<file path="config.mk">
export PLATFORM = sky130hd
export DESIGN_NAME = dbi_slave_regfile
export DESIGN_NICKNAME = d
export VERILOG_FILES = /design/src/rtl/dbi_slave_pkg.sv /design/src/rtl/dbi_slave_regbank.sv /design/src/rtl/dbi_slave_regfile.sv
export SDC_FILE = /design/constraint.sdc
export NUM_CORES = 2
export LEC_CHECK = 0
export ABC_CLOCK_PERIOD_IN_PS = 6200
export CORE_ASPECT_RATIO = 1.75
export CORE_MARGIN = 2
export CORE_UTILIZATION = 30
export DETAILED_ROUTE_END_ITERATION = 16
export PLACE_DENSITY_LB_ADDON = 0.25
export RECOVER_POWER = 100
export SYNTH_ARGS = -nofsm -noshare
export SYNTH_HDL_FRONTEND = slang
export SYNTH_SLANG_ARGS = --single-unit
</file>
<file path="constraint.sdc">
create_clock -name clk -period 6.2 [get_ports clk]
set_clock_uncertainty 0.15 [all_clocks]
set_input_delay 1.24 -clock clk [delete_from_list [all_inputs] [get_ports clk]]
set_output_delay 1.24 -clock clk [all_outputs]
set_load 0.05 [all_outputs]
</file>
<file path="src/rtl/dbi_slave_pkg.sv">
// dbi_slave_pkg: shared definitions for the DBI slave register file.
//   - dbi_state_e    : FSM state encoding (IDLE/WAIT/ACK/HOLD)
//   - DBI_WR_PROT_BIT: bit of the protection register that opens RO writes
//   - DBI_OOW_RDATA  : data returned for reads outside the register window
package dbi_slave_pkg;

    typedef enum logic [1:0] {
        S_IDLE = 2'd0,
        S_WAIT = 2'd1,
        S_ACK  = 2'd2,
        S_HOLD = 2'd3
    } dbi_state_e;

    localparam int          DBI_WR_PROT_BIT = 0;
    localparam logic [31:0] DBI_OOW_RDATA   = 32'h0000_0000;

endpackage

</file>
<file path="src/rtl/dbi_slave_regbank.sv">
// dbi_slave_regbank: NUM_REGS x 32-bit register array.
//   clk, rst_n        : clock, async active-low reset (index 0 -> RST_WORD0, rest 0)
//   wr_en/wr_be       : write strobe and per-byte enables
//   wr_idx/wr_data    : write index and data
//   rd_en/rd_zero     : load rd_data; rd_zero returns the out-of-window constant
//   rd_idx            : read index
//   rd_data           : registered read data, holds until the next rd_en
//   prot_open         : protection-open bit of register PROT_IDX
module dbi_slave_regbank
    import dbi_slave_pkg::*;
#(
    parameter int          NUM_REGS  = 64,
    parameter int          IDX_W     = $clog2(NUM_REGS),
    parameter logic [31:0] RST_WORD0 = 32'h0,
    parameter int          PROT_IDX  = 0
) (
    input  logic             clk,
    input  logic             rst_n,
    input  logic             wr_en,
    input  logic [3:0]       wr_be,
    input  logic [IDX_W-1:0] wr_idx,
    input  logic [31:0]      wr_data,
    input  logic             rd_en,
    input  logic             rd_zero,
    input  logic [IDX_W-1:0] rd_idx,
    output logic [31:0]      rd_data,
    output logic             prot_open
);

    logic [NUM_REGS-1:0][31:0] regs;

    always_ff @(posedge clk or negedge rst_n) begin
        if (!rst_n) begin
            regs    <= '0;
            regs[0] <= RST_WORD0;
            rd_data <= '0;
        end else begin
            if (wr_en) begin
                for (int k = 0; k < 4; k++) begin
                    if (wr_be[k]) regs[wr_idx][8*k +: 8] <= wr_data[8*k +: 8];
                end
            end
            if (rd_en) rd_data <= rd_zero ? DBI_OOW_RDATA : regs[rd_idx];
        end
    end

    assign prot_open = regs[PROT_IDX][DBI_WR_PROT_BIT];

endmodule

</file>
<file path="src/rtl/dbi_slave_regfile.sv">
// dbi_slave_regfile: DBI bus responder backed by a word-addressed register window.
//   clk, rst_n                : clock, async active-low reset
//   drp_dbi_cs                : request, held until ack
//   drp_dbi_cs2_exp           : shadow-bank select (only with DBI_CS2_SHADOW_EN)
//   drp_dbi_wr                : byte write enables, 0 = read
//   drp_dbi_addr/drp_dbi_din  : byte address / write data
//   drp_app_dbi_ro_wr_disable : forces RO registers read-only
//   drp_lbc_dbi_dout          : read data, holds until the next read completes
//   drp_lbc_dbi_ack           : one-cycle completion pulse
// Build option: define DBI_CS2_SHADOW_EN to add a second, unprotected bank
// selected by drp_dbi_cs2_exp.
module dbi_slave_regfile
    import dbi_slave_pkg::*;
#(
    parameter logic [31:0] REG_BASE    = 32'h0000_0800,
    parameter int          NUM_REGS    = 64,
    parameter int          RO_LIMIT    = 16,
    parameter int          WR_PROT_IDX = 6'h2F,
    parameter int          ACK_LAT     = 2,
    parameter logic [31:0] DEVICE_ID   = 32'h1B5E_0001
) (
    input  logic        clk,
    input  logic        rst_n,
    input  logic        drp_dbi_cs,
    input  logic        drp_dbi_cs2_exp,
    input  logic [3:0]  drp_dbi_wr,
    input  logic [31:0] drp_dbi_addr,
    input  logic [31:0] drp_dbi_din,
    input  logic        drp_app_dbi_ro_wr_disable,
    output logic [31:0] drp_lbc_dbi_dout,
    output logic        drp_lbc_dbi_ack
);

    localparam int               IDX_W     = $clog2(NUM_REGS);
    localparam logic [31:0]      WIN_BYTES = 32'(4 * NUM_REGS);
    localparam logic [IDX_W-1:0] PROT_L    = IDX_W'(WR_PROT_IDX);

    dbi_state_e  state;
    logic [3:0]  cnt;
    logic [31:0] addr_q, din_q;
    logic [3:0]  wr_q;
    logic        cs2_q;

    // With ACK_LAT=1 the commit happens on the sampling edge itself, so the
    // access fields come straight from the bus while in IDLE.
    logic        idle;
    logic [31:0] acc_addr, acc_din, off;
    logic [3:0]  acc_wr;
    logic        acc_cs2;
    logic [IDX_W-1:0] idx;
    logic        in_win, is_wr, go_ack, ro_idx, wr_ok, commit, prim_prot;
    logic        prim_we, prim_re;

    assign idle     = (state == S_IDLE);
    assign acc_addr = idle ? drp_dbi_addr    : addr_q;
    assign acc_din  = idle ? drp_dbi_din     : din_q;
    assign acc_wr   = idle ? drp_dbi_wr      : wr_q;
    assign acc_cs2  = idle ? drp_dbi_cs2_exp : cs2_q;

    // Unsigned subtraction wraps addresses below REG_BASE out of the window.
    assign off    = acc_addr - REG_BASE;
    assign in_win = (off < WIN_BYTES);
    assign idx    = off[IDX_W+1:2];
    assign is_wr  = |acc_wr;

    assign go_ack = drp_dbi_cs &&
                    ((idle && ACK_LAT == 1) || (state == S_WAIT && cnt == 4'd0));

    assign ro_idx = ({{(32-IDX_W){1'b0}}, idx} < RO_LIMIT) && (idx != PROT_L);
    assign wr_ok  = !ro_idx || (prim_prot && !drp_app_dbi_ro_wr_disable);
    assign commit = go_ack && is_wr && in_win;

    always_ff @(posedge clk or negedge rst_n) begin
        if (!rst_n) begin
            state           <= S_IDLE;
            cnt             <= '0;
            addr_q          <= '0;
            din_q           <= '0;
            wr_q            <= '0;
            cs2_q           <= 1'b0;
            drp_lbc_dbi_ack <= 1'b0;
        end else begin
            drp_lbc_dbi_ack <= go_ack;
            case (state)
                S_IDLE: if (drp_dbi_cs) begin
                    addr_q <= drp_dbi_addr;
                    din_q  <= drp_dbi_din;
                    wr_q   <= drp_dbi_wr;
                    cs2_q  <= drp_dbi_cs2_exp;
                    cnt    <= 4'(ACK_LAT - 1);
                    state  <= (ACK_LAT == 1) ? S_ACK : S_WAIT;
                end
                S_WAIT: begin
                    if (!drp_dbi_cs)      state <= S_IDLE;  // abort
                    else if (cnt == 4'd0) state <= S_ACK;
                    else                  cnt   <= cnt - 4'd1;
                end
                S_ACK:  state <= S_HOLD;
                S_HOLD: if (!drp_dbi_cs) state <= S_IDLE;
                default: state <= S_IDLE;
            endcase
        end
    end

    logic [31:0] prim_rdata;

`ifdef DBI_CS2_SHADOW_EN
    logic        sh_we, sh_re, sh_sel, shadow_prot_unused;
    logic [31:0] sh_rdata;

    assign prim_we = commit && !acc_cs2 && wr_ok;
    assign prim_re = go_ack && !is_wr && !acc_cs2;
    assign sh_we   = commit && acc_cs2;
    assign sh_re   = go_ack && !is_wr && acc_cs2;

    // Remembers which bank served the last read so dout holds across writes.
    always_ff @(posedge clk or negedge rst_n) begin
        if (!rst_n)                  sh_sel <= 1'b0;
        else if (go_ack && !is_wr)   sh_sel <= acc_cs2;
    end

    dbi_slave_regbank #(
        .NUM_REGS(NUM_REGS), .IDX_W(IDX_W), .RST_WORD0(32'h0), .PROT_IDX(WR_PROT_IDX)
    ) u_shadow (
        .clk(clk), .rst_n(rst_n),
        .wr_en(sh_we), .wr_be(acc_wr), .wr_idx(idx), .wr_data(acc_din),
        .rd_en(sh_re), .rd_zero(!in_win), .rd_idx(idx),
        .rd_data(sh_rdata), .prot_open(shadow_prot_unused)
    );

    assign drp_lbc_dbi_dout = sh_sel ? sh_rdata : prim_rdata;
`else
    logic cs2_unused;
    assign cs2_unused       = acc_cs2;
    assign prim_we          = commit && wr_ok;
    assign prim_re          = go_ack && !is_wr;
    assign drp_lbc_dbi_dout = prim_rdata;
`endif

    dbi_slave_regbank #(
        .NUM_REGS(NUM_REGS), .IDX_W(IDX_W), .RST_WORD0(DEVICE_ID), .PROT_IDX(WR_PROT_IDX)
    ) u_prim (
        .clk(clk), .rst_n(rst_n),
        .wr_en(prim_we), .wr_be(acc_wr), .wr_idx(idx), .wr_data(acc_din),
        .rd_en(prim_re), .rd_zero(!in_win), .rd_idx(idx),
        .rd_data(prim_rdata), .prot_open(prim_prot)
    );

endmodule
</file>
==> flow_metrics.tcl <==
set metrics [dict create \
    clock_sinks 2153 \
    cts_tree "done" \
    ys_async_sr_fraction 1.00 \
    critPathArrivalTime_ns 6.32 \
    die_w_um 437 \
    dieArea_mm2 0.332 \
    final_nets 9953 \
    h-tree-depth 4 \
    grt_use_total 0.267 \
    synth_top_family_by_area "compound AO/OA/AOI/OAI gates" \
    yosys.area_share.simple 0.0969 \
    syn_area_mm2 0.0983 \
    synth_area_leaders "dfrtp_1 55%, o21ai_1 8.5%, o21ai_0 7.3%, mux2_1 4.6%, o22ai_1 3.5%" \
    syn_nets 10166 \
    post-route-util 0.345 \
    syn_avg_cell_area_um2 9.74 \
    clkSlewWorstSetupHoldPaths_ns 0.07 \
    synth_edf_count 0 \
    clockRootBuffer "clkbuf_16" \
    final.period_utilization 0.918 \
    slew_headroom -1.60 \
    rsz0062_at_grt "false" \
    netlist.top_cell.by_area "dfrtp_1" \
    setup_slack_ns 0.506 \
    hold_path.class "flop to flop" \
    finalMaxSlewViolations 373 \
    vdd_drop_max_v 0.000418 \
    max_clock_freq_ghz 0.176 \
    synthAdderAreaFrac 0.000255 \
    drc 0 \
    hold_viol_final 0 \
    port_buffers 102 \
    final_cell_mix "2698 x o21ai_0, 2143 x dfrtp_1, 595 x nand2_1, 542 x o22ai_1, 500 x nor2_1" \
    synth_xor_xnor_area_share 0.0000891 \
    synth_compound_area_frac 0.233 \
    syn_to_final_growth_pct 14.6 \
    setup_viol_count_final 0 \
    period_minus_slack_ns 5.69 \
    netlist_instances 10091 \
    chipHeight_um 761 \
    synth_warnings 0 \
    synth_top_area_share 0.546 \
    cp-end-kind "flop" \
    synth.area.mux_share 0.0760 \
    core-area_mm2 0.327 \
    violations "capacitance limit, slew limit" \
    synth-seq-cells 2153 \
    grt_pass1_wl_mm 646 \
    worstPathRequired_ns 6.82 \
    layout_commonest_cell "o21ai_0" \
    post_cts_buffers 0 \
    drt_iter0_drc 10429 \
    power_leakage_nw 50.2 \
    status "complete, but fails checks" \
    ys.flop_type "dfrtp_1" \
    start_util 0.301 \
    worstSetupStartpointType "flop" \
    worst-path-max-fanout 24 \
    vias_per_cell 6.00 \
    ys_seq_area_frac 0.548 \
    cts_buffers 203 \
    overflow 0 \
    cts_hold_buf 0 \
    criticalPathCategory "flop to flop" \
    place_ws_ns 0.537 \
    clk_latency_ns 0.94 \
    drive_gt1_frac 0.112 \
    first_pass_iters 6 \
    routedWlPerCell_um 31.6 \
    grt_max_degree 164 \
    cts_buffer_depth 4 \
    power_mw 48.4 \
    ant_nets 0 \
    rows 278 \
    antenna_found_initial 39 \
    hpwl_mm 304 \
    grt_pass1_vias 86619 \
    pin_count 106 \
    power_per_cell_area_mw_per_mm2 430 \
    drt_wl_total_mm 455 \
    finalSetupTns_ns 0 \
    maxCapViolCount 11 \
    vias 86447 \
    worstMarginPinSlew_ns 3.89 \
    synth.distinct_cells 70 \
    gp_congestion 0.972 \
    ctsResizeCount 0 \
]
## worst max-delay path, cell delays in order (launching register included)
cell	delay, ns
dfrtp_1	0.60
nor2_4	0.66
mux2i_1	1.24
nand2b_2	0.78
nor2_1	0.62
nand2_1	0.15
nor2_1	0.13
nand4_1	0.66
mux2_2	0.53
## per-stage QoR
| stage | cells | area [um^2] | hold slack (ns) |
|---|---|---|---|
| after floorplan | 10091 | 98300 | 0.309 |
| after global placement | 14013 | 106000 | 0.318 |
| after detailed placement | 14013 | 106000 | 0.320 |
| after CTS | 14375 | 113000 | 0.198 |
| after global routing | 14389 | 113000 | 0.351 |
| final | 14403 | 113000 | 0.328 |
## where the power goes
part           switching, mW  internal (mW)  total, mW
sequential             0.239           14.3       14.5
combinational           15.2           5.26       20.5
clock                   5.88           7.51       13.4
total                   21.3           27.0       48.4
## sequential cells by signal, summed over array words and instances (netlist names), named ones only
name              cells
din_q                32
state                 1
wr_q                  4
drp_lbc_dbi_ack       1
u_prim.regs        2047
addr_q               30
u_prim.prot_open      1
cnt                   4
u_prim.rd_data       32
## area by class of cell
type / count / area [um^2]
fill: 33195 / 214000
sequential: 2153 / 53900
multi-input combinational: 6863 / 40100
timing repair buffer: 650 / 6220
clock buffer: 308 / 6010
tap: 4340 / 5430
clock inverter: 54 / 838
antenna: 28 / 70.1
inverter: 7 / 26.3
## synth_stat cells (8+ instances only)
cell       count
dfrtp_1     2143
nor4b_1        8
buf_6         10
o22a_1         9
a21oi_1      372
buf_1         85
or3_1          8
nor2b_1       10
buf_2        230
a32oi_1       18
a22o_1        18
nand3_1      186
nand4_4       40
nor4_1       143
o21ai_1     1664
nand4_1       14
mux2i_1       94
buf_4          8
o21ai_0     1442
a31oi_1      108
mux2_1       400
a32o_1        22
or2_1        185
o221ai_1      13
o2111ai_1     10
clkbuf_1     733
nand4_2       19
nor2_1       502
dfstp_2       10
or4_1         35
nor3_1        83
mux2_2       180
o31ai_1       22
o22ai_1      542
nand2_1      624
or2_0          9
## layer usage
layer,vias to the layer above,part of all wire,global-route usage
met5,-,0.00021,0
met4,16,0.12,0.249
met3,1614,0.069,0.0451
met2,4685,0.47,0.442
met1,44123,0.34,0.289
li1,36009,-,-
## final timing paths
check                                   start  cells after the start  slack (ns)                  to
max in group asynchronous               rst_n                      3        1.02   u_prim.regs[1057]
setup / recovery                     state[0]                      8        0.51    u_prim.regs[601]
setup reg to reg                     state[0]                      8        0.51    u_prim.regs[601]
hold reg to reg            u_prim.rd_data[31]                      2        0.33  u_prim.rd_data[31]
min in group asynchronous               rst_n                      1        1.54    u_prim.regs[368]
hold / removal             u_prim.rd_data[31]                      2        0.33  u_prim.rd_data[31]
## logic make-up (layout without fill, tap and decap cells)
logic type,Yosys count,in the layout
compound gates,4291,4291
xor+xnor,1,1
fa+ha+maj,2,2
buf+inv,1075,1019
flops,2153,2153
mux,674,674
other cells,0,28
simple gates,1895,1895
Note: power is estimated with default switching activity, not from simulation.
